File: config.mk
export PLATFORM = sky130hd
export DESIGN_NAME = lt24_layer_streamer_flat
export DESIGN_NICKNAME = d
export VERILOG_FILES = /design/src/rtl/lt24_layer_streamer_pkg.sv /design/src/rtl/lt24_layer_streamer_if.sv /design/src/rtl/lt24_wr_timer.sv /design/src/rtl/lt24_layer_streamer.sv /design/src/flat_wrapper.sv
export SDC_FILE = /design/constraint.sdc
export NUM_CORES = 1
export LEC_CHECK = 0
export CAP_MARGIN = 20
export CORE_MARGIN = 10
export CORE_UTILIZATION = 45
export DETAILED_ROUTE_END_ITERATION = 10
export PLACE_DENSITY = 0.67
export SETUP_SLACK_MARGIN = 0.05
export SLEW_MARGIN = 20
export SYNTH_ARGS = -nofsm -noshare
export SYNTH_HDL_FRONTEND = slang
export SYNTH_HIERARCHICAL = 1
export SYNTH_SLANG_ARGS = --single-unit
File: constraint.sdc
create_clock -name clk_clk -period 4.65 [get_ports clk_clk]
set_input_delay 0.6975 -clock clk_clk [delete_from_list [all_inputs] [get_ports clk_clk]]
set_output_delay 0.6975 -clock clk_clk [all_outputs]
set_load 0.02 [all_outputs]
File: src/rtl/lt24_layer_streamer_pkg.sv
// Shared types and constants for the LT24 layer streamer.
package lt24_pkg;

  // Frame sequencer states.
  typedef enum logic [2:0] {
    IDLE   = 3'd0,
    SEQ    = 3'd1,
    PADDR  = 3'd2,
    PWAIT  = 3'd3,
    PWR_LO = 3'd4,
    PWR_HI = 3'd5,
    FIN    = 3'd6
  } state_t;

  // LT24 (ILI9341) command opcodes.
  localparam logic [7:0] CMD_CASET = 8'h2A;
  localparam logic [7:0] CMD_PASET = 8'h2B;
  localparam logic [7:0] CMD_RAMWR = 8'h2C;

  // Number of header words sent before the pixel stream.
  localparam int HDR_LEN = 11;

endpackage

File: src/rtl/lt24_layer_streamer_if.sv
// LT24 8080-style write bus. The streamer is the master; the panel is the slave.
interface lt24_layer_streamer_if;
  logic        lt24_cs;
  logic        lt24_rs;
  logic        lt24_rd;
  logic        lt24_wr;
  logic [15:0] lt24_data;

  modport master (output lt24_cs, lt24_rs, lt24_rd, lt24_wr, lt24_data);
  modport slave  (input  lt24_cs, lt24_rs, lt24_rd, lt24_wr, lt24_data);
endinterface

File: src/rtl/lt24_wr_timer.sv
// Write-strobe generator for one LT24 bus word.
// A load starts a word: wr falls on the next cycle with data/rs valid, stays
// low for WR_LO_CYC cycles, then high for WR_HI_CYC cycles with data held.
// word_done marks the last high cycle so the next load can follow back-to-back.
module lt24_wr_timer #(
  parameter int WR_LO_CYC = 2,
  parameter int WR_HI_CYC = 2
) (
  input  logic        clk,
  input  logic        rst,
  input  logic        load,
  input  logic        load_rs,
  input  logic [15:0] load_data,
  output logic        wr,
  output logic        rs,
  output logic [15:0] data,
  output logic        lo_done,
  output logic        word_done
);

  logic       active;
  logic       in_lo;
  logic [7:0] cnt;

  assign lo_done   = active && in_lo && (cnt == 8'd0);
  assign word_done = active && !in_lo && (cnt == 8'd0);

  // Phase counter: load wins, otherwise count down low then high phase.
  always_ff @(posedge clk or posedge rst) begin
    if (rst) begin
      active <= 1'b0;
      in_lo  <= 1'b0;
      cnt    <= 8'd0;
      wr     <= 1'b1;
      rs     <= 1'b1;
      data   <= 16'd0;
    end else if (load) begin
      active <= 1'b1;
      in_lo  <= 1'b1;
      cnt    <= 8'(WR_LO_CYC - 1);
      wr     <= 1'b0;
      rs     <= load_rs;
      data   <= load_data;
    end else if (active) begin
      if (cnt != 8'd0) begin
        cnt <= cnt - 8'd1;
      end else if (in_lo) begin
        in_lo <= 1'b0;
        cnt   <= 8'(WR_HI_CYC - 1);
        wr    <= 1'b1;
      end else begin
        active <= 1'b0;
      end
    end
  end

endmodule

File: src/rtl/lt24_layer_streamer.sv
// LT24 frame pusher: header sequence, then background + chroma-keyed sprite
// composited per pixel and written straight onto the LT24 bus.
// Control handshake: start is a one-cycle request accepted only in IDLE without
// abort; busy is high from the following cycle until the cycle after FIN; done
// pulses for exactly one cycle in FIN. abort is latched and honoured at the end
// of the word currently on the bus.
module lt24_layer_streamer
  import lt24_pkg::*;
#(
  parameter int H_RES     = 240,
  parameter int V_RES     = 320,
  parameter int BG_SHIFT  = 2,
  parameter int BG_AW     = 13,
  parameter int SPR_WL2   = 6,
  parameter int SPR_HL2   = 6,
  parameter int RD_LAT    = 2,
  parameter int WR_LO_CYC = 2,
  parameter int WR_HI_CYC = 2
) (
  input  logic                       clk_clk,
  input  logic                       reset_reset,
  input  logic                       start,
  input  logic                       abort,
  input  logic                       sprite_en,
  input  logic [8:0]                 sprite_x,
  input  logic [8:0]                 sprite_y,
  input  logic [15:0]                key_color,
  output logic                       busy,
  output logic                       done,
  output logic [BG_AW-1:0]           bg_address,
  output logic                       bg_chipselect,
  output logic                       bg_clken,
  input  logic [15:0]                bg_readdata,
  output logic [SPR_WL2+SPR_HL2-1:0] pic_address,
  output logic                       pic_chipselect,
  output logic                       pic_clken,
  input  logic [15:0]                pic_readdata,
  lt24_layer_streamer_if.master      lcd,
  output state_t                     dbg_state
);

  localparam int               PIC_AW    = SPR_WL2 + SPR_HL2;
  localparam logic [15:0]      HM1       = 16'(H_RES - 1);
  localparam logic [15:0]      VM1       = 16'(V_RES - 1);
  localparam logic [BG_AW-1:0] BG_STRIDE = BG_AW'(H_RES >> BG_SHIFT);

  // Header word {rs, data} for a given position in the command sequence.
  function automatic logic [16:0] hdr_word(input logic [3:0] idx);
    case (idx)
      4'd0:    hdr_word = {1'b0, 8'h00, CMD_CASET};
      4'd3:    hdr_word = {1'b1, 8'h00, HM1[15:8]};
      4'd4:    hdr_word = {1'b1, 8'h00, HM1[7:0]};
      4'd5:    hdr_word = {1'b0, 8'h00, CMD_PASET};
      4'd8:    hdr_word = {1'b1, 8'h00, VM1[15:8]};
      4'd9:    hdr_word = {1'b1, 8'h00, VM1[7:0]};
      4'd10:   hdr_word = {1'b0, 8'h00, CMD_RAMWR};
      default: hdr_word = {1'b1, 16'h0000};
    endcase
  endfunction

  state_t            state;
  logic              cs_n, ram_en, abort_q, last_px, hit_q;
  logic              spr_en_q;
  logic [8:0]        spr_x_q, spr_y_q;
  logic [15:0]       key_q;
  logic [3:0]        hdr_idx;
  logic [1:0]        wait_cnt;
  logic [9:0]        x, y;

  logic [9:0]        dx, dy;
  logic              hit_next;
  logic [PIC_AW-1:0] pic_next;
  logic [BG_AW-1:0]  bg_next;

  logic              abort_any, go, seq_next, px_load;
  logic              tm_load, tm_rs, lo_done, word_done;
  logic [15:0]       tm_data, pixel;
  logic [16:0]       hw;
  logic              tm_wr, tm_rs_o;
  logic [15:0]       tm_data_o;

  // Compositor addressing for the pixel at (x, y); the sprite clips, never wraps.
  always_comb begin
    dx       = x - {1'b0, spr_x_q};
    dy       = y - {1'b0, spr_y_q};
    hit_next = spr_en_q && (x >= {1'b0, spr_x_q}) && (y >= {1'b0, spr_y_q}) &&
               (dx < 10'(1 << SPR_WL2)) && (dy < 10'(1 << SPR_HL2));
    pic_next = {dy[SPR_HL2-1:0], dx[SPR_WL2-1:0]};
    bg_next  = BG_AW'(y >> BG_SHIFT) * BG_STRIDE + BG_AW'(x >> BG_SHIFT);
  end

  // Word-load selection: header table entry or composited pixel.
  always_comb begin
    abort_any = abort || abort_q;
    go        = (state == IDLE) && start && !abort;
    seq_next  = (state == SEQ) && word_done && !abort_any && (hdr_idx != 4'(HDR_LEN));
    px_load   = (state == PWAIT) && (wait_cnt == 2'd0);
    pixel     = (hit_q && (pic_readdata != key_q)) ? pic_readdata : bg_readdata;
    hw        = hdr_word(go ? 4'd0 : hdr_idx);
    tm_load   = go || seq_next || px_load;
    tm_rs     = px_load ? 1'b1 : hw[16];
    tm_data   = px_load ? pixel : hw[15:0];
  end

  // Frame sequencer with registered control outputs.
  always_ff @(posedge clk_clk or posedge reset_reset) begin
    if (reset_reset) begin
      state       <= IDLE;
      busy        <= 1'b0;
      done        <= 1'b0;
      cs_n        <= 1'b1;
      ram_en      <= 1'b0;
      abort_q     <= 1'b0;
      last_px     <= 1'b0;
      hit_q       <= 1'b0;
      spr_en_q    <= 1'b0;
      spr_x_q     <= 9'd0;
      spr_y_q     <= 9'd0;
      key_q       <= 16'd0;
      hdr_idx     <= 4'd0;
      wait_cnt    <= 2'd0;
      x           <= 10'd0;
      y           <= 10'd0;
      bg_address  <= '0;
      pic_address <= '0;
    end else begin
      done <= 1'b0;
      if (busy && abort) abort_q <= 1'b1;
      case (state)
        IDLE: begin
          if (go) begin
            state    <= SEQ;
            busy     <= 1'b1;
            cs_n     <= 1'b0;
            abort_q  <= 1'b0;
            hdr_idx  <= 4'd1;
            x        <= 10'd0;
            y        <= 10'd0;
            last_px  <= 1'b0;
            spr_en_q <= sprite_en;
            spr_x_q  <= sprite_x;
            spr_y_q  <= sprite_y;
            key_q    <= key_color;
          end
        end
        SEQ: begin
          if (word_done) begin
            if (abort_any) begin
              state <= FIN;
              cs_n  <= 1'b1;
              done  <= 1'b1;
            end else if (hdr_idx == 4'(HDR_LEN)) begin
              state       <= PADDR;
              bg_address  <= bg_next;
              pic_address <= pic_next;
              hit_q       <= hit_next;
              ram_en      <= 1'b1;
            end else begin
              hdr_idx <= hdr_idx + 4'd1;
            end
          end
        end
        PADDR: begin
          state    <= PWAIT;
          wait_cnt <= 2'(RD_LAT - 1);
        end
        PWAIT: begin
          if (wait_cnt == 2'd0) begin
            state   <= PWR_LO;
            ram_en  <= 1'b0;
            last_px <= (x == 10'(H_RES - 1)) && (y == 10'(V_RES - 1));
            if (x == 10'(H_RES - 1)) begin
              x <= 10'd0;
              y <= y + 10'd1;
            end else begin
              x <= x + 10'd1;
            end
          end else begin
            wait_cnt <= wait_cnt - 2'd1;
          end
        end
        PWR_LO: begin
          if (lo_done) state <= PWR_HI;
        end
        PWR_HI: begin
          if (word_done) begin
            if (abort_any || last_px) begin
              state <= FIN;
              cs_n  <= 1'b1;
              done  <= 1'b1;
            end else begin
              state       <= PADDR;
              bg_address  <= bg_next;
              pic_address <= pic_next;
              hit_q       <= hit_next;
              ram_en      <= 1'b1;
            end
          end
        end
        FIN: begin
          state <= IDLE;
          busy  <= 1'b0;
        end
        default: state <= IDLE;
      endcase
    end
  end

  lt24_wr_timer #(
    .WR_LO_CYC (WR_LO_CYC),
    .WR_HI_CYC (WR_HI_CYC)
  ) u_wr_timer (
    .clk       (clk_clk),
    .rst       (reset_reset),
    .load      (tm_load),
    .load_rs   (tm_rs),
    .load_data (tm_data),
    .wr        (tm_wr),
    .rs        (tm_rs_o),
    .data      (tm_data_o),
    .lo_done   (lo_done),
    .word_done (word_done)
  );

  assign lcd.lt24_cs   = cs_n;
  assign lcd.lt24_rd   = 1'b1;
  assign lcd.lt24_wr   = tm_wr;
  assign lcd.lt24_rs   = tm_rs_o;
  assign lcd.lt24_data = tm_data_o;

  assign bg_chipselect  = ram_en;
  assign bg_clken       = ram_en;
  assign pic_chipselect = ram_en;
  assign pic_clken      = ram_en;
  assign dbg_state      = state;

endmodule

File: src/flat_wrapper.sv
// flat-port wrapper written by rule: the top's interface ports become plain ports
module lt24_layer_streamer_flat import lt24_pkg::*;
#(
  parameter int H_RES     = 240,
  parameter int V_RES     = 320,
  parameter int BG_SHIFT  = 2,
  parameter int BG_AW     = 13,
  parameter int SPR_WL2   = 6,
  parameter int SPR_HL2   = 6,
  parameter int RD_LAT    = 2,
  parameter int WR_LO_CYC = 2,
  parameter int WR_HI_CYC = 2
)
  (clk_clk, reset_reset, start, abort, sprite_en, sprite_x, sprite_y, key_color, busy, done, bg_address, bg_chipselect, bg_clken, bg_readdata, pic_address, pic_chipselect, pic_clken, pic_readdata, dbg_state, lcd_lt24_cs, lcd_lt24_rs, lcd_lt24_rd, lcd_lt24_wr, lcd_lt24_data);
  lt24_layer_streamer_if lcd_i ();
  input  logic clk_clk;
  input  logic reset_reset;
  input  logic start;
  input  logic abort;
  input  logic sprite_en;
  input  logic [8:0] sprite_x;
  input  logic [8:0] sprite_y;
  input  logic [15:0] key_color;
  output logic busy;
  output logic done;
  output logic [BG_AW-1:0] bg_address;
  output logic bg_chipselect;
  output logic bg_clken;
  input  logic [15:0] bg_readdata;
  output logic [SPR_WL2+SPR_HL2-1:0] pic_address;
  output logic pic_chipselect;
  output logic pic_clken;
  input  logic [15:0] pic_readdata;
  output state_t dbg_state;
  output wire logic [$bits(lcd_i.lt24_cs)-1:0] lcd_lt24_cs;
  output wire logic [$bits(lcd_i.lt24_rs)-1:0] lcd_lt24_rs;
  output wire logic [$bits(lcd_i.lt24_rd)-1:0] lcd_lt24_rd;
  output wire logic [$bits(lcd_i.lt24_wr)-1:0] lcd_lt24_wr;
  output wire logic [$bits(lcd_i.lt24_data)-1:0] lcd_lt24_data;
  assign lcd_lt24_cs = lcd_i.lt24_cs;
  assign lcd_lt24_rs = lcd_i.lt24_rs;
  assign lcd_lt24_rd = lcd_i.lt24_rd;
  assign lcd_lt24_wr = lcd_i.lt24_wr;
  assign lcd_lt24_data = lcd_i.lt24_data;
  lt24_layer_streamer #(.H_RES(H_RES), .V_RES(V_RES), .BG_SHIFT(BG_SHIFT), .BG_AW(BG_AW), .SPR_WL2(SPR_WL2), .SPR_HL2(SPR_HL2), .RD_LAT(RD_LAT), .WR_LO_CYC(WR_LO_CYC), .WR_HI_CYC(WR_HI_CYC)) u_core (.clk_clk(clk_clk), .reset_reset(reset_reset), .start(start), .abort(abort), .sprite_en(sprite_en), .sprite_x(sprite_x), .sprite_y(sprite_y), .key_color(key_color), .busy(busy), .done(done), .bg_address(bg_address), .bg_chipselect(bg_chipselect), .bg_clken(bg_clken), .bg_readdata(bg_readdata), .pic_address(pic_address), .pic_chipselect(pic_chipselect), .pic_clken(pic_clken), .pic_readdata(pic_readdata), .lcd(lcd_i), .dbg_state(dbg_state));
endmodule
# Yosys cells after proc, flatten, opt, wreduce, memory -nomap -nowiden

Cells that the tools add are included.
Widths: inputs -> output; s select.

Register bits after elaboration: 124
Bits in latches: 0
Memory bits (writable): 0
Memory bits (read-only): 0
Output and inout port bits: 54
Word-level logic and storage cells: 206
Memories: 0

$add $sub $neg: 8
Multipliers: 1
Div/mod/pow operators: 0
Magnitude comparators: 4
Equality and inequality tests: 31
Shifts and indexed selects: 0
Multiplexer cells: 86
Bitwise operators: 0
Reduce and logical (&&, ||, !) cells: 52

Operators by type and width:

| kind                  | count |
|---|---|
| $pmux 17 s6           | 1 |
| $mux 13               | 5 |
| $mux 12               | 5 |
| $mux 10               | 5 |
| $pmux 10 s2           | 2 |
| $mux 1                | 37 |
| $mux 16               | 2 |
| $mux 8                | 4 |
| $pmux 13 s2           | 1 |
| $mux 3                | 8 |
| $pmux 12 s2           | 1 |
| $add 10x1->10 const B | 2 |
| $ge 10x9->1           | 2 |
| $lt 10x7->1 const B   | 2 |
| $mux 4                | 5 |
| $sub 10x9->10         | 2 |
| $pmux 3 s6            | 1 |
| $reduce_and 6->1      | 3 |
| $logic_and 1x1->1     | 17 |
| $eq 4x4->1 const B    | 4 |
| $ne 16x16->1          | 1 |
| $ne 2x1->1 const B    | 7 |
| $ne 2x2->1 const B    | 7 |
| $reduce_bool 2->1     | 7 |
| other kinds (31)      | 51 |

# Logic depth before layout (Yosys ltp)

Gate-level depths: netlist of the first run.

Depth in word-level cells: 10
Depth in mapped cells: 14
Mapped depth without buffers: 14

# Hierarchy

The synthesis of the first run kept the hierarchy.

By module, submodules not included:

| module              | instances | cells each | area each (um^2) | seq. area each (um^2) |
|---|---|---|---|---|
| lt24_layer_streamer | 1         | 748        | 6627.6           | 2403.6 |
| lt24_wr_timer       | 1         | 91         | 1198.6           | 703.2 |

# Worst setup path before layout of the first run

OpenSTA, ideal clock, no wires.

Kind: register to register
Start point: reg u_core.y[7]
End point: reg u_core.bg_address[11]
Arrival time: 3.277 ns
Data required time: 4.567 ns
Path slack: 1.290 ns
Stages on the path, launching flop included: 12
Path buffers: 0
Period minus slack after synthesis: 3.360 ns
Path through: dfrtp_1 inv_1 fa_1 fa_1 inv_1 ha_1 and3_1 a2111oi_2 xnor2_1 o2111ai_1 xor2_1 o21ai_0

Longest elaborated chain between the ends: 6
Elaborated cells between the ends (all ways): 8
Those cells by class: 1 x add/sub; 1 x mul; 6 x mux

Ends and longest elaborated chain:

| item                     | RTL line                   | text |
|---|---|---|
| start: declaration       | lt24_layer_streamer.sv:68  | `logic [9:0] x, y;` |
| start signal: assignment | lt24_layer_streamer.sv:174 | `y <= y + 10'd1;` |
| $mul 8x4->11 (*)         | lt24_layer_streamer.sv:89  | `bg_next = BG_AW'(y >> BG_SHIFT) * BG_STRIDE + BG_AW'(x >> BG_SHIFT);` |
| $add 13x8->13 (*)        | lt24_layer_streamer.sv:89  |  |
| $mux 13                  | lt24_layer_streamer.sv:152 | `end else if (hdr_idx == 4'(HDR_LEN)) begin` |
| $mux 13                  | lt24_layer_streamer.sv:148 | `if (abort_any) begin` |
| $mux 13                  | lt24_layer_streamer.sv:147 | `if (word_done) begin` |
| $pmux 13 s2 (*)          | lt24_layer_streamer.sv:129 | `case (state)` |
| end signal: assignment   | lt24_layer_streamer.sv:154 | `bg_address <= bg_next;` |
| end signal: assignment   | lt24_layer_streamer.sv:193 | `bg_address <= bg_next;` |
| end: declaration         | lt24_layer_streamer.sv:30  | `output logic [BG_AW-1:0] bg_address,` |

Mark *: on every way between the ends. The rest lies on a longest branch, timed or not. The select of a mux whose other input is x is not followed.
A chain may end at the register's enable or synchronous reset.

# Final worst setup path of the first run

Start point: reg u_core.u_wr_timer.cnt[0]
End point: reg u_core.u_wr_timer.cnt[5]

Longest elaborated chain between the ends: 9
Elaborated cells between the ends (all ways): 15
Those cells by class: 1 x add/sub; 3 x mux; 11 x reduce/logical

Ends and longest elaborated chain:

| item                                                                           | RTL line                   | text |
|---|---|---|
| start: declaration                                                             | lt24_wr_timer.sv:23        | `logic [7:0] cnt;` |
| start signal: assignment                                                       | lt24_wr_timer.sv:40        | `cnt <= 8'(WR_LO_CYC - 1);` |
| start signal: assignment                                                       | lt24_wr_timer.sv:46        | `cnt <= cnt - 8'd1;` |
| start signal: assignment                                                       | lt24_wr_timer.sv:49        | `cnt <= 8'(WR_HI_CYC - 1);` |
| $logic_not 8->1 (*)                                                            | lt24_wr_timer.sv:26        | `assign word_done = active && !in_lo && (cnt == 8'd0);` |
| $logic_and 1x1->1 (*)                                                          | lt24_wr_timer.sv:26        |  |
| named net u_core.word_done                                                     | lt24_layer_streamer.sv:76  | `logic tm_load, tm_rs, lo_done, word_done;` |
| $logic_and 1x1->1 (*) (3 in series)                                            | lt24_layer_streamer.sv:96  | `seq_next = (state == SEQ) && word_done && !abort_any && (hdr_idx != 4'(HDR_LEN));` |
| $logic_or 1x1->1 (*) (2 in series)                                             | lt24_layer_streamer.sv:100 | `tm_load = go \|\| seq_next \|\| px_load;` |
| named net u_core.tm_load                                                       | lt24_layer_streamer.sv:76  |  |
| $reduce_bool 3->1 (no source line) / $reduce_bool 2->1 (equally long branches) | n/a                        |  |
| $reduce_and 2->1 (no source line)                                              | n/a                        |  |

Mark *: on every way through the listed nets, which the timed path passes. The rest lies on a longest branch. The select of a mux whose other input is x is not followed.

==> results of run 1 <==
[layer usage]
metal	wire length (um)	up-vias	part of all wire
met3	563	23	0.029
met5	0	-	0
met2	9443	104	0.49
met4	276	0	0.014
li1	-	3108	-
met1	9096	2962	0.47
[sequential cells by signal, summed over array words and instances, names as in the netlist, 2 cells and up]
register and count:
u_core/key_q 16, u_core/u_wr_timer/data 16, u_core/bg_address 13, u_core/pic_address 12, u_core/x 10, u_core/y 10
u_core/spr_x_q 9, u_core/spr_y_q 9, u_core/u_wr_timer/cnt 8, u_core/hdr_idx 4, u_core/dbg_state 3, u_core/wait_cnt 2
[cell families after synthesis]
group,count (synthesis),synth area share
AOI/OAI and AO/OA,162,0.1381
xor gates and xnor gates,59,0.06603
adders and majority gates,66,0.1209
buffers and inverters,93,0.04908
DFF,124,0.3970
muxes,41,0.05596
other,1,0.0004792
and+or+nand+nor,293,0.1725
[cell usage after synthesis (8+ instances only)]
| cell type | instances | share of area |
|---|---|---|
| ha_1 | 50 | 0.080 |
| and3_1 | 9 | 0.0072 |
| o21ai_0 | 60 | 0.038 |
| fa_1 | 16 | 0.041 |
| mux2_2 | 22 | 0.032 |
| nor2b_1 | 10 | 0.0080 |
| xor2_1 | 19 | 0.021 |
| a21oi_1 | 30 | 0.019 |
| inv_1 | 59 | 0.028 |
| nand4_1 | 9 | 0.0072 |
| nand2b_1 | 8 | 0.0064 |
| mux2i_1 | 19 | 0.024 |
| nor2_1 | 61 | 0.029 |
| xnor2_1 | 40 | 0.045 |
| dfrtp_1 | 121 | 0.39 |
| nand3_1 | 21 | 0.013 |
| clkbuf_1 | 20 | 0.0096 |
| nand2_1 | 141 | 0.068 |
[power groups by stage]
stage / clock network [mW] / registers (mW) / logic [mW]
2_1_floorplan: 0 / 1.63 / 3.28
3_3_place_gp: 0 / 1.65 / 4.10
3_5_place_dp: 0 / 1.66 / 4.15
4_1_cts: 1.32 / 1.64 / 4.19
5_1_grt: 1.37 / 1.68 / 4.68
6_report: 1.30 / 1.63 / 4.15
[cell usage in the layout (no fill, tap or decap), drive strengths merged, types with 21 or more instances in the layout]
| master | n |
|---|---|
| o21ai | 64 |
| nor2 | 63 |
| nand2 | 141 |
| dfrtp | 121 |
| mux2 | 22 |
| inv | 60 |
| ha | 50 |
| nand3 | 21 |
| a21oi | 31 |
| xnor2 | 40 |
| clkdlybuf4s50 | 123 |
[cell type report]
class | instances | share of cell area
inverters | 59 | 0.02277
multi-input cells | 622 | 0.4417
well taps | 225 | 0.02863
flip-flops and latches | 124 | 0.3159
repair buffers | 132 | 0.1321
clock buffers | 18 | 0.04364
diodes | 1 | 0.0002545
clock inverters | 14 | 0.01501
[worst max-delay path, delay by kind of cell (launching register included)]
| family | cells | cell delay, ns |
|---|---|---|
| AND/OR/NAND/NOR | 7 | 1.28 |
| AO/OA/AOI/OAI | 3 | 1.20 |
| buffers and inverters | 3 | 0.64 |
| flip-flops | 1 | 0.39 |
| adder cells (fa/ha/maj) | 1 | 0.17 |
[how the worst max path moves through the flow]
stage | start | to | slack, ns
global placement | u_core/u_wr_timer/cnt[0]$_DFFE_PP0P_ | u_core/u_wr_timer/cnt[5]$_DFFE_PP0P_ | 1.0
floorplan | u_core/y[7]$_DFFE_PP0P_ | u_core/bg_address[11]$_DFFE_PP0P_ | 1.29
CTS | u_core/u_wr_timer/cnt[0]$_DFFE_PP0P_ | u_core/u_wr_timer/cnt[5]$_DFFE_PP0P_ | 0.82
global route | u_core/u_wr_timer/cnt[0]$_DFFE_PP0P_ | u_core/u_wr_timer/cnt[5]$_DFFE_PP0P_ | 0.43
detailed placement | u_core/u_wr_timer/cnt[0]$_DFFE_PP0P_ | u_core/u_wr_timer/cnt[5]$_DFFE_PP0P_ | 0.83
finish | u_core/u_wr_timer/cnt[0]$_DFFE_PP0P_ | u_core/u_wr_timer/cnt[5]$_DFFE_PP0P_ | 0.83
==> flow_metrics.env, run 1 <==
export IMPL_status="finished clean"
export IMPL_hold_viol=0
export IMPL_drc=0
export IMPL_finalSetupTns_ns=0
export IMPL_wire_per_inst_um=16.22
export IMPL_seqCellArea_um2=3107
export IMPL_post_dp_cell_area_um2=9255
export IMPL_gp_congestion=0.8513
export IMPL_switching_share=0.4260
export IMPL_grt_use_met3=0.03105
export IMPL_rrSetupSlack_ns=0.83
export IMPL_routed_via_density=5.186
export IMPL_nFillCells=1580
export IMPL_postSynthCellCount=839
export IMPL_gr_usage_met2=0.2718
export IMPL_first_pass_iters=5
export IMPL_cts_resized=0
export IMPL_hold_ws_ns=0.4787
export IMPL_die_h_um=151.9
export IMPL_postCtsSetupBuffers=0
export IMPL_synth_ff_type="dfrtp_1"
export IMPL_cp_start_kind="register"
export IMPL_synth_warnings=6
export IMPL_p_seq_frac=0.231
export IMPL_path_class="reg -> reg"
export IMPL_instances_no_fill=1195
export IMPL_cpMostUsedCell="nand2_1"
export IMPL_drtIter0Drc=359
export IMPL_fin_util=0.5726
export IMPL_ys_seq_area_frac=0.3970
export IMPL_synth_nets=976
export IMPL_path_cells="inv_1, ha_1, or4b_4, nor2_1, nand2_1, nor2_1, nand2_1, a2111oi_2, nand2_1, nand2_1, buf_4, inv_1, o211ai_1, o21ai_0"
export IMPL_leakage_nw=4.547
export IMPL_p_switching_mw=3.018
export IMPL_powerDensity_nw_per_um2=720.3
export IMPL_combPwrFrac=0.586
export IMPL_fin_crit_sh=0.8223
export IMPL_worstPathArrival_ns=4.10
export IMPL_finalSetupViolCount=0
export IMPL_fp_row_count=48
export IMPL_fp_dieW_um=151.9
export IMPL_numCtsBuffers=17
export IMPL_core_region_area_um2=17180
export IMPL_synth_edf_count=0
export IMPL_syn2layout_area_growth_pct=25.66
export IMPL_worstPathRequired_ns=4.93
export IMPL_track_usage=0.1649
export IMPL_cts_buffer_depth=2
export IMPL_grt_max_degree=67
export IMPL_cts_hold_buf=0
export IMPL_slew_violations=0
export IMPL_min_delay_start="u_core/bg_address[9]$_DFFE_PP0P_"
export IMPL_min_to="u_core/bg_address[9]$_DFFE_PP0P_"
export IMPL_nets=1093
export IMPL_die_area_um2=23070
export IMPL_timing_rr_end="u_core/u_wr_timer/cnt[5]$_DFFE_PP0P_"
export IMPL_pre_cts_slack_ns=0.8295
export IMPL_drtAntennaViolNets=0
export IMPL_clkPwrFrac=0.183
export IMPL_grt_ovfl_total=0
export IMPL_multi_input_area_um2=4344
export IMPL_cts_tree="yes"
export IMPL_ys_ff_latch=124
export IMPL_hpwl_um=14670
export IMPL_final_cell_area_um2=9834
export IMPL_crit_path_top_delay_cell="a2111oi_2"
export IMPL_r2r_cells=14
export IMPL_slew_headroom=0.3002
export IMPL_numPortBuffers=123
export IMPL_slowest_delay_ns=0.68
export IMPL_cts_root_buf="clkbuf_16"
export IMPL_met1_usage=0.2092
export IMPL_cts_sinks=124
export IMPL_finalPower_mw=7.084
export IMPL_fin_ws_ns=0.8263
export IMPL_clkTransAtPathRegs_ns=0.06
export IMPL_r2r_start="u_core/u_wr_timer/cnt[0]$_DFFE_PP0P_"
export IMPL_rsz0062_at_grt="false"
export IMPL_clk_latency_ns=0.42
export IMPL_avgSynthCellArea_um2=9.328
export IMPL_top_usage_layer="met2"
export IMPL_grt_pass1_wl_um=31410
export IMPL_io_pins=125
export IMPL_end_kind="register"
export IMPL_numPlacedInstances=1162
export IMPL_worst_path_max_fanout=22
export IMPL_vdd_drop_max_uv=1020
export IMPL_max_clock_freq_ghz=0.2615
export IMPL_ys_types=76
export IMPL_grt_antenna_before_repair=1
export IMPL_async_flop_share=1.000
export IMPL_htree_levels=4
export IMPL_fin_skew_ns=0.01105
export IMPL_min_period_ns=3.824
export IMPL_p_int_mw=4.066
export IMPL_grt_pass1_vias=6141
export IMPL_start_util=0.4556
export IMPL_vias=6197
export IMPL_max_slew_worst_pin_slew_ns=1.046
export IMPL_synth_area_um2=7826
export IMPL_maxCapViolCount=0
export IMPL_whs_path_depth=2
export IMPL_drt_wl_total_um=19380
export IMPL_layout_drive_gt1_share=0.08978
export IMPL_holdCritPathClass="reg -> reg"
No activity file was read; power rests on OpenSTA's default activity.
==> run 2: changes to the inputs <==
--- a/config.mk
+++ b/config.mk
@@ -9,7 +9,7 @@
 export CORE_MARGIN = 10
 export CORE_UTILIZATION = 45
 export DETAILED_ROUTE_END_ITERATION = 10
-export PLACE_DENSITY = 0.67
+export PLACE_DENSITY = 0.7
 export SETUP_SLACK_MARGIN = 0.05
 export SLEW_MARGIN = 20
 export SYNTH_ARGS = -nofsm -noshare
==> constraint.sdc (replaced) <==
create_clock -name clk_clk -period 3.4 [get_ports clk_clk]
set_input_delay 0.51 -clock clk_clk [delete_from_list [all_inputs] [get_ports clk_clk]]
set_output_delay 0.51 -clock clk_clk [all_outputs]
set_load 0.02 [all_outputs]
==> run 2 against run 1 <==
Design area grew 4.5%. Via count rose by 4.6%. Clock power up 42%. Hold slack got worse by 0.0047 ns. Global-route usage up 0.89 points. Combinational power is 80% higher. Routed wire length is 5.1% higher. First-iteration DRC count rose by 0.84%. Highest routed layer unchanged.
==> flow_metrics.env, run 2 (synthesis gave the netlist of run 1 again) <==
export IMPL_slew_violations=0
export IMPL_timing_rr_end="u_core/bg_address[10]$_DFFE_PP0P_"
export IMPL_fin_ws_ns=0.06805
export IMPL_worstPathRequired_ns=3.68
export IMPL_end_kind="register"
export IMPL_fin_crit_sh=0.9800
export IMPL_die_h_um=151.9
export IMPL_grt_antenna_before_repair=1
export IMPL_final_common_cell="nand2_1"
export IMPL_track_usage=0.1737
export IMPL_powerDensity_nw_per_um2=1124
export IMPL_min_period_ns=3.332
export IMPL_first_pass_iters=5
export IMPL_start_util=0.4556
export IMPL_cts_sinks=124
export IMPL_fin_skew_ns=0.009082
export IMPL_cts_root_buf="clkbuf_16"
export IMPL_grt_pass1_vias=6291
export IMPL_routed_via_density=5.273
export IMPL_cp_start_kind="register"
export IMPL_worst_path_max_fanout=3
export IMPL_hold_viol=0
export IMPL_die_area_um2=23070
export IMPL_hpwl_um=15020
export IMPL_fp_dieW_um=151.9
export IMPL_min_delay_start="u_core/pic_address[0]$_DFFE_PP0P_"
export IMPL_slew_headroom=0.5188
export IMPL_drt_wl_total_um=20360
export IMPL_fp_row_count=48
export IMPL_wire_per_inst_um=16.57
export IMPL_min_to="u_core/pic_address[0]$_DFFE_PP0P_"
export IMPL_finalSetupViolCount=0
export IMPL_rsz0062_at_grt="true"
export IMPL_holdCritPathClass="reg -> reg"
export IMPL_cts_hold_buf=0
export IMPL_status="finished clean"
export IMPL_path_class="reg -> reg"
export IMPL_grt_pass1_wl_um=33240
export IMPL_numPortBuffers=123
export IMPL_max_clock_freq_ghz=0.3001
export IMPL_instances_no_fill=1229
export IMPL_vdd_drop_max_uv=909.1
export IMPL_syn2layout_area_growth_pct=31.30
export IMPL_worstPathArrival_ns=3.61
export IMPL_pre_cts_slack_ns=-0.006341
export IMPL_numPlacedInstances=1184
export IMPL_slowest_delay_ns=0.56
export IMPL_path_cells="fa_1, fa_1, ha_1, a21oi_2, nor2b_1, nor2_1, xnor2_1, ha_1, a21oi_2, nor2b_2, buf_4, nand2_1, xor2_1, o21ai_0"
export IMPL_io_pins=125
export IMPL_whs_path_depth=2
export IMPL_gp_congestion=0.8921
export IMPL_final_cell_mix="nand2_1 (140), clkdlybuf4s50_1 (123), dfrtp_1 (121)"
export IMPL_core_region_area_um2=17180
export IMPL_vias=6480
export IMPL_layout_drive_gt1_share=0.1436
export IMPL_clkTransAtPathRegs_ns=0.06
export IMPL_cts_buffer_depth=2
export IMPL_crit_path_top_delay_cell="fa_1"
export IMPL_r2r_cells=14
export IMPL_drc=0
export IMPL_drtIter0Drc=362
export IMPL_leakage_nw=4.755
export IMPL_clk_latency_ns=0.42
export IMPL_rrSetupSlack_ns=0.07
export IMPL_worstSetupStartpoint="u_core/y[3]$_DFFE_PP0P_"
export IMPL_max_slew_worst_pin_slew_ns=0.7211
export IMPL_nets=1127
export IMPL_maxCapViolCount=0
export IMPL_r2r_start="u_core/y[3]$_DFFE_PP0P_"
export IMPL_grt_max_degree=67
export IMPL_grt_ovfl_total=0
export IMPL_reg_top3="u_core/key_q x16, u_core/u_wr_timer/data x16, u_core/bg_address x13"
export IMPL_htree_levels=4
export IMPL_numCtsBuffers=17
export IMPL_cts_tree="yes"
export IMPL_drtAntennaViolNets=0
==> run 2: critical path: cells and delay by family (launching register included) <==
family                   cells  cell delay (ns)
adder cells (fa/ha/maj)      4             1.64
XOR/XNOR                     2             0.27
buffers and inverters        1             0.13
flip-flops                   1             0.42
AND/OR/NAND/NOR              4             0.31
AO/OA/AOI/OAI                3             0.41
==> run 2: through the flow <==
step	setup TNS (ns)	total power [mW]	util	area, um^2	hold slack [ns]
after floorplan	0	6.716	-	7826	0.4453
after global placement	0	8.105	0.5499	9445	0.4613
after detailed placement	-0.01056	8.254	0.5499	9445	0.4698
after CTS	0	10.59	0.5900	10130	0.4828
after global routing	-0.3802	12.47	0.5983	10280	0.5054
final	0	11.55	0.5983	10280	0.4740
==> run 2: worst max-delay path by stage <==
stage	end	slack, ns	depth (start not counted)
floorplan	u_core/bg_address[11]$_DFFE_PP0P_	0.08	11
global placement	u_core/bg_address[12]$_DFFE_PP0P_	0.05	14
detailed placement	u_core/bg_address[12]$_DFFE_PP0P_	-0.006	14
CTS	u_core/bg_address[10]$_DFFE_PP0P_	0.009	14
global route	u_core/bg_address[9]$_DFFE_PP0P_	-0.10	12
finish	u_core/bg_address[10]$_DFFE_PP0P_	0.07	14
==> run 2: final cells by class <==
| type | instances | area [um^2] |
|---|---|---|
| clock buffers | 23 | 498.0 |
| fillers | 1548 | 6900 |
| multi-input cells | 622 | 4468 |
| inverters | 59 | 226.5 |
| clock inverters | 9 | 110.1 |
| diodes | 1 | 2.502 |
| flip-flops and latches | 124 | 3107 |
| repair buffers | 166 | 1583 |
| well taps | 225 | 281.5 |
==> run 2: what timing repair did <==
| action | in CTS | in global routing |
|---|---|---|
| setup buffers | 6 | 6 |
| resized for setup | 10 | 19 |
| pin swaps | 9 | 12 |
| endpoints found under the setup margin | 4 | 30 |
==> run 2: per-layer routing <==
| metal | global-route usage | routed length (um) |
|---|---|---|
| met4 | 0.06557 | 417 |
| met5 | 0 | 0 |
| met3 | 0.03302 | 940 |
| met2 | 0.2906 | 10180 |
| met1 | 0.2173 | 8824 |
==> run 2: power breakdown <==
group / switching, mW / internal, mW
Clock: 0.669 / 1.17
Combinational: 3.78 / 3.70
Sequential: 0.347 / 1.87
==> run 3: changes to the inputs <==
--- a/config.mk
+++ b/config.mk
@@ -5,13 +5,15 @@
 export SDC_FILE = /design/constraint.sdc
 export NUM_CORES = 1
 export LEC_CHECK = 0
+export ABC_AREA = 0
+export ABC_CLOCK_PERIOD_IN_PS = 3400
 export CAP_MARGIN = 20
 export CORE_MARGIN = 10
 export CORE_UTILIZATION = 45
 export DETAILED_ROUTE_END_ITERATION = 10
 export PLACE_DENSITY = 0.7
 export SETUP_SLACK_MARGIN = 0.05
-export SLEW_MARGIN = 20
+export SLEW_MARGIN = 40
 export SYNTH_ARGS = -nofsm -noshare
 export SYNTH_HDL_FRONTEND = slang
 export SYNTH_HIERARCHICAL = 1
==> results of run 3 <==
The final DEF is identical to that of run 2; final timing and power are the same.
